### src/rtl/m_muldiv_iter.sv
// m_muldiv_iter: iterative RV32M multiply/divide unit.
// Multiplies by shift-add and divides by restoring division, both on operand
// magnitudes, retiring UNROLL bits per cycle. A sign fix is applied when the
// result is registered. Division by zero and signed overflow skip the
// iteration and complete in one cycle.
module m_muldiv_iter #(
    parameter int XLEN   = 32,
    parameter int UNROLL = 1
) (
    input  logic            clk,
    input  logic            rst_n,
    input  logic            i_valid,
    output logic            o_ready,
    input  logic [2:0]      i_op,
    input  logic [XLEN-1:0] i_rs1,
    input  logic [XLEN-1:0] i_rs2,
    input  logic            i_flush,
    output logic            o_valid,
    input  logic            i_ready,
    output logic [XLEN-1:0] o_result
);

    localparam int ITER = XLEN / UNROLL;
    localparam int CW   = (ITER > 1) ? $clog2(ITER) : 1;
    localparam logic [CW-1:0]   CNT_LAST = CW'(ITER - 1);
    localparam logic [XLEN-1:0] SMIN     = {1'b1, {(XLEN-1){1'b0}}};

    localparam logic [2:0] OP_MUL    = 3'b000;
    localparam logic [2:0] OP_MULH   = 3'b001;
    localparam logic [2:0] OP_MULHSU = 3'b010;
    localparam logic [2:0] OP_DIV    = 3'b100;
    localparam logic [2:0] OP_REM    = 3'b110;

    typedef enum logic [1:0] {
        IDLE = 2'd0,
        CALC = 2'd1,
        DONE = 2'd2
    } state_t;

    state_t state, state_nxt;

    logic [CW-1:0]   cnt;
    logic [2:0]      op_q;
    logic            neg_q;
    logic [XLEN-1:0] hi_q, lo_q, b_q, result_q;

    logic            accept;
    logic            a_signed, b_signed, a_neg, b_neg, neg_in;
    logic [XLEN-1:0] a_mag, b_mag;
    logic            special;
    logic [XLEN-1:0] special_res;

    logic [XLEN-1:0]   hi_nxt, lo_nxt, div_val, final_res;
    logic [XLEN:0]     sum_v, shift_v, diff_v;
    logic [2*XLEN-1:0] prod_v;

    // A request is taken only in IDLE, and a simultaneous flush wins over it.
    assign accept = i_valid & o_ready & ~i_flush;

    // Decode the incoming request: operand signedness, magnitudes, result sign and the one-cycle special cases.
    always_comb begin
        a_signed    = (i_op == OP_MULH) | (i_op == OP_MULHSU) | (i_op == OP_DIV) | (i_op == OP_REM);
        b_signed    = (i_op == OP_MULH) | (i_op == OP_DIV) | (i_op == OP_REM);
        a_neg       = a_signed & i_rs1[XLEN-1];
        b_neg       = b_signed & i_rs2[XLEN-1];
        a_mag       = a_neg ? (~i_rs1 + 1'b1) : i_rs1;
        b_mag       = b_neg ? (~i_rs2 + 1'b1) : i_rs2;
        neg_in      = (i_op[2] & i_op[1]) ? a_neg : (a_neg ^ b_neg);
        special     = 1'b0;
        special_res = '0;
        if (i_op[2] && (i_rs2 == '0)) begin
            special     = 1'b1;
            special_res = i_op[1] ? i_rs1 : '1;
        end else if (((i_op == OP_DIV) || (i_op == OP_REM)) && (i_rs1 == SMIN) && (i_rs2 == '1)) begin
            special     = 1'b1;
            special_res = i_op[1] ? '0 : SMIN;
        end
    end

    // Retire UNROLL bits: restoring-division steps for DIV/REM, shift-add steps for the multiplies.
    always_comb begin
        hi_nxt  = hi_q;
        lo_nxt  = lo_q;
        sum_v   = '0;
        shift_v = '0;
        diff_v  = '0;
        for (int k = 0; k < UNROLL; k++) begin
            if (op_q[2]) begin
                shift_v = {hi_nxt, lo_nxt[XLEN-1]};
                diff_v  = shift_v - {1'b0, b_q};
                hi_nxt  = diff_v[XLEN] ? shift_v[XLEN-1:0] : diff_v[XLEN-1:0];
                lo_nxt  = {lo_nxt[XLEN-2:0], ~diff_v[XLEN]};
            end else begin
                sum_v   = {1'b0, hi_nxt} + (lo_nxt[0] ? {1'b0, b_q} : '0);
                hi_nxt  = sum_v[XLEN:1];
                lo_nxt  = {sum_v[0], lo_nxt[XLEN-1:1]};
            end
        end
    end

    // Apply the sign fix and pick the requested half or the quotient/remainder from the last step.
    always_comb begin
        prod_v    = {hi_nxt, lo_nxt};
        if (neg_q) begin
            prod_v = ~prod_v + 1'b1;
        end
        div_val   = op_q[1] ? hi_nxt : lo_nxt;
        if (neg_q) begin
            div_val = ~div_val + 1'b1;
        end
        final_res = div_val;
        if (!op_q[2]) begin
            final_res = (op_q[1:0] == 2'b00) ? prod_v[XLEN-1:0] : prod_v[2*XLEN-1:XLEN];
        end
    end

    // State register.
    always_ff @(posedge clk) begin
        if (!rst_n) begin
            state <= IDLE;
        end else begin
            state <= state_nxt;
        end
    end

    // Next-state logic; a flush returns to IDLE from anywhere.
    always_comb begin
        state_nxt = state;
        case (state)
            IDLE: if (accept) state_nxt = special ? DONE : CALC;
            CALC: if (cnt == CNT_LAST) state_nxt = DONE;
            DONE: if (i_ready) state_nxt = IDLE;
            default: state_nxt = IDLE;
        endcase
        if (i_flush) begin
            state_nxt = IDLE;
        end
    end

    // Datapath registers: load on accept, iterate in CALC, capture the result on the final step.
    always_ff @(posedge clk) begin
        if (!rst_n) begin
            cnt      <= '0;
            op_q     <= '0;
            neg_q    <= 1'b0;
            hi_q     <= '0;
            lo_q     <= '0;
            b_q      <= '0;
            result_q <= '0;
        end else if (i_flush) begin
            cnt      <= '0;
        end else begin
            case (state)
                IDLE: begin
                    cnt <= '0;
                    if (accept) begin
                        op_q  <= i_op;
                        neg_q <= neg_in;
                        hi_q  <= '0;
                        lo_q  <= i_op[2] ? a_mag : b_mag;
                        b_q   <= i_op[2] ? b_mag : a_mag;
                        if (special) begin
                            result_q <= special_res;
                        end
                    end
                end
                CALC: begin
                    hi_q <= hi_nxt;
                    lo_q <= lo_nxt;
                    if (cnt == CNT_LAST) begin
                        cnt      <= '0;
                        result_q <= final_res;
                    end else begin
                        cnt <= cnt + CW'(1);
                    end
                end
                default: cnt <= '0;
            endcase
        end
    end

    // Handshake outputs follow the state; o_ready is forced low while reset is asserted.
    always_comb begin
        o_ready  = (state == IDLE) & rst_n;
        o_valid  = (state == DONE);
        o_result = result_q;
    end

endmodule
### config.mk
export PLATFORM = sky130hd
export DESIGN_NAME = m_muldiv_iter
export DESIGN_NICKNAME = d
export VERILOG_FILES = /design/src/rtl/m_muldiv_iter.sv
export SDC_FILE = /design/constraint.sdc
export NUM_CORES = 1
export LEC_CHECK = 0
export ABC_AREA = 1
export CAP_MARGIN = 40
export CELL_PAD_IN_SITES_DETAIL_PLACEMENT = 0
export CELL_PAD_IN_SITES_GLOBAL_PLACEMENT = 1
export CORE_MARGIN = 8
export CORE_UTILIZATION = 45
export DETAILED_ROUTE_END_ITERATION = 10
export PLACE_DENSITY = 0.95
export REMOVE_ABC_BUFFERS = 1
export SKIP_CTS_REPAIR_TIMING = 1
export SLEW_MARGIN = 20
export SYNTH_ARGS = -nofsm -noshare
export SYNTH_HDL_FRONTEND = slang
export SYNTH_SLANG_ARGS = --single-unit
### constraint.sdc
create_clock -name clk -period 11.35 [get_ports clk]
set_input_delay 2.27 -clock clk [delete_from_list [all_inputs] [get_ports clk]]
set_output_delay 2.27 -clock clk [all_outputs]
set_load 0.005 [all_outputs]
==> run summary <==
* finished clean — result of the run
* 88 — largest net degree at the start of global routing
* 5.65% — layout cells sized above 1
* 45.4% — Switching Share
* 2 — number of antenna violations at the first check in global routing
* 460 ps — clock insertion delay at the later pin of the skew report
* 0 — number of max-cap violations
* inv_1 — Most common cell on crit path
* 10.2 nW — cell leakage power
* 4 — H-tree lvl count
* 2 — maximum root-to-sink buffer count
* 34800 um — sum of routed wire segments on met1
* 216 um — die boundary width
* 40.8% — relative slew slack
* 12900 um2 — multi-input gate area in the final layout
* 53 — number of distinct library cells after synthesis
* 17 — clock buffers created by TritonCTS
* input port — kind of launch point of the worst setup path
* 0 — number of synthesis warnings
* 9.77 ps — worst clock skew
* 6 — router iterations before antenna repair
* flip-flop — critical path endpoint category
* 27.0% — sequential share of power
* 70000 um — HPWL Detailed
* 21145 — vias in the first global route
* 0 — Post-synth EDFFs
* 105 — port buffer count
* 0.000868 W — net switching power figure
* 5.85 — post-DR vias/cell
* false — RSZ-0062 raised after global routing
* nand2_1 (1044), inv_1 (440), nor2_1 (313) — most frequent cells in the layout
* inv_1 — slowest stage cell, crit path
* 4291 — fillers
* 56.1% — Tcrit/Tclk final
* 0.00104 W — Int Power
* 3009 — number of violations reported at the end of detailed-routing iteration 0
* 3299 — number of standard cells after synthesis
* 15.5% — post-synthesis sequential area ratio
* 129000 um — global-route wire length before repair
* 0 — number of remaining DRC errors
* 878 ps — transition time at the pin with the least slew margin
* 0.0000947 V — maximum VDD drop
* 0.157 GHz — maximum frequency from static timing analysis
* 0% — fraction of synthesis flops using an asynchronous set or reset pin
* 35.8% — Total Routing Usage GR
* 2790 um2 — Sequential Area
* 9140 um — routed length on met3
* 0 ps — Total Neg Setup Slack
* 19400 um2 — DP Area
* 106 — I/O Pins
* 6370 ps — fin crit period
* 28.5% — share of total power in the clock network
* 6760 ps — CP Data Arrival Time
* 20000 um2 — final instance area
* 139 — number of synthesized register bits
* clkbuf_16 — Clock Tree Root
* 44.5% — Gate power share
* 95.6 nW/um2 — Cell Pwr Density
* 3478 — Layout Nets
* met5 — top routing layer used
* nand2_1 — most common cell after layout, fill and taps aside
* simple AND/OR/NAND/NOR gates — kind of cell adding the most delay to the critical path
* built — clock tree from TritonCTS
* 0 — max-slew violations
* 216 um — Chip Height
* 60 ps — clock edge transition at the registers on the reported setup and hold paths
* 30 — largest fanout on the critical path
* 36200 um — met2 WL post-DR
* 22662 — Vias
* 85900 um — total wire length after detailed routing
* reg -> reg — worst min-delay path category
* 0 — overflow left after global routing
* dfxtp_1 — Post-synth top flop
* 17900 um2 — post-synthesis instance area
* 73 — Std-Cell Rows
* 45.4% — initial core utilization
* 46500 um2 — full die area
* 3834 — count of placed standard cells including taps
* in -> reg — Worst Path Class, Setup
* 11740 ps — data required time of the critical path
* 6 — count of buffering cells on the critical path with inverters included
* 1.09 — placer's final routability congestion estimate
* 0 — Hold Fails Final Rpt
* 4980 ps — smallest setup slack after layout
* clkdlybuf4s50_1, inv_1, ha_1, nand3_1, nor3_1, inv_1, nor3_1, inv_1, nor3_1, nand2_1, nor2_1, nand4_1, nand3_1, and3_1, nand2_1, buf_8, inv_1, nand2_1, o21bai_1, a21oi_1 — critical path, cell by cell
* 139 — clock net sink count
* 11.4% — Layout Area Growth over Synthesis
* 22.2 um — WL/cell
* 570 ps — highest cell delay on the worst timing path
* 4590 ps — minimum setup slack after placement
* 0 — final-report setup violation count
* 5.44 um2 — synthesized area divided by synthesized cell count
* 39500 um2 — Placeable Area
* 0 — number of routed nets with antenna violations
* 3872 — number of standard cells in the final layout excluding fillers
## cell usage after synthesis (14+ instances only)
library cell | instances | area [um2]
ha_1 | 71 | 888
nor3_1 | 38 | 190
buf_2 | 19 | 95.1
xnor2_1 | 22 | 193
a221oi_1 | 31 | 272
dfxtp_1 | 139 | 2780
nand2_1 | 1044 | 3920
a21oi_1 | 263 | 1320
o221ai_1 | 21 | 184
nor2_1 | 316 | 1190
nor2_2 | 15 | 93.8
or2_2 | 24 | 150
clkbuf_1 | 83 | 312
nand3b_1 | 17 | 128
o21bai_1 | 16 | 120
buf_1 | 14 | 52.6
inv_1 | 441 | 1660
o211ai_1 | 23 | 173
nand3_1 | 254 | 1270
nor4_1 | 18 | 113
nand4_1 | 35 | 219
xor2_1 | 75 | 657
o21ai_0 | 176 | 881
nand2_2 | 37 | 231
## final timing paths
path | from | end | slack, ps | cells after the start
worst max-delay path | i_rs2[0] | o_result[5]$_SDFFE_PN0P_ | 4980 | 20
worst max register to register | b_q[0]$_SDFFE_PN0P_ | o_result[30]$_SDFFE_PN0P_ | 5110 | 36
worst min register to register | cnt[0]$_SDFF_PP0_ | cnt[0]$_SDFF_PP0_ | 460 | 1
worst min-delay path | cnt[0]$_SDFF_PP0_ | cnt[0]$_SDFF_PP0_ | 460 | 1
## layout make-up
cell class,instances,share of cell area (%)
multi-input cells,2584,64.7
repair buffers,140,6.76
flip-flops and latches,139,14.0
clock buffers,21,2.35
inverters,451,8.48
clock inverters,11,0.420
diodes,1,0.0125
well taps,525,3.29
## power by group through the flow
stage	combinational (W)	sequential (W)	clock, W
floorplan	0.000514	0.000528	0
global placement	0.000803	0.000529	0
detailed placement	0.000815	0.000526	0
CTS	0.000818	0.000515	0.000545
global route	0.000925	0.000517	0.000572
finish	0.000851	0.000516	0.000544
## per-stage QoR
| step | utilization, % | hold WS, ps | total power, W |
|---|---|---|---|
| floorplan | - | 418 | 0.00104 |
| finish | 50.5 | 460 | 0.00191 |
| CTS | 50.4 | 457 | 0.00188 |
| detailed placement | 49.0 | 443 | 0.00134 |
| global route | 50.5 | 496 | 0.00201 |
| global placement | 48.8 | 426 | 0.00133 |
## layer usage
metal / vias to the layer above / GRT usage (%)
li1: 10725 / -
met1: 10365 / 44.7
met3: 248 / 9.65
met4: 4 / 21.9
met5: - / 0
met2: 1320 / 54.3
## kinds of logic after synthesis
kind of cell    count (synthesis)  synth area share, %
buf+inv                       576                 12.5
xor+xnor                       97                 4.74
compound gates                590                 18.9
fa+ha+maj                      73                 5.17
mux                             1               0.0558
flops                         139                 15.5
simple gates                 1823                 43.1
## state kept, by name, summed over array words and instances, names as in the netlist
register  count
b_q          32
hi_q         32
op_q          3
state         2
cnt           5
lo_q         32
o_result     32
neg_q         1
(Power assumes the default switching activity.)
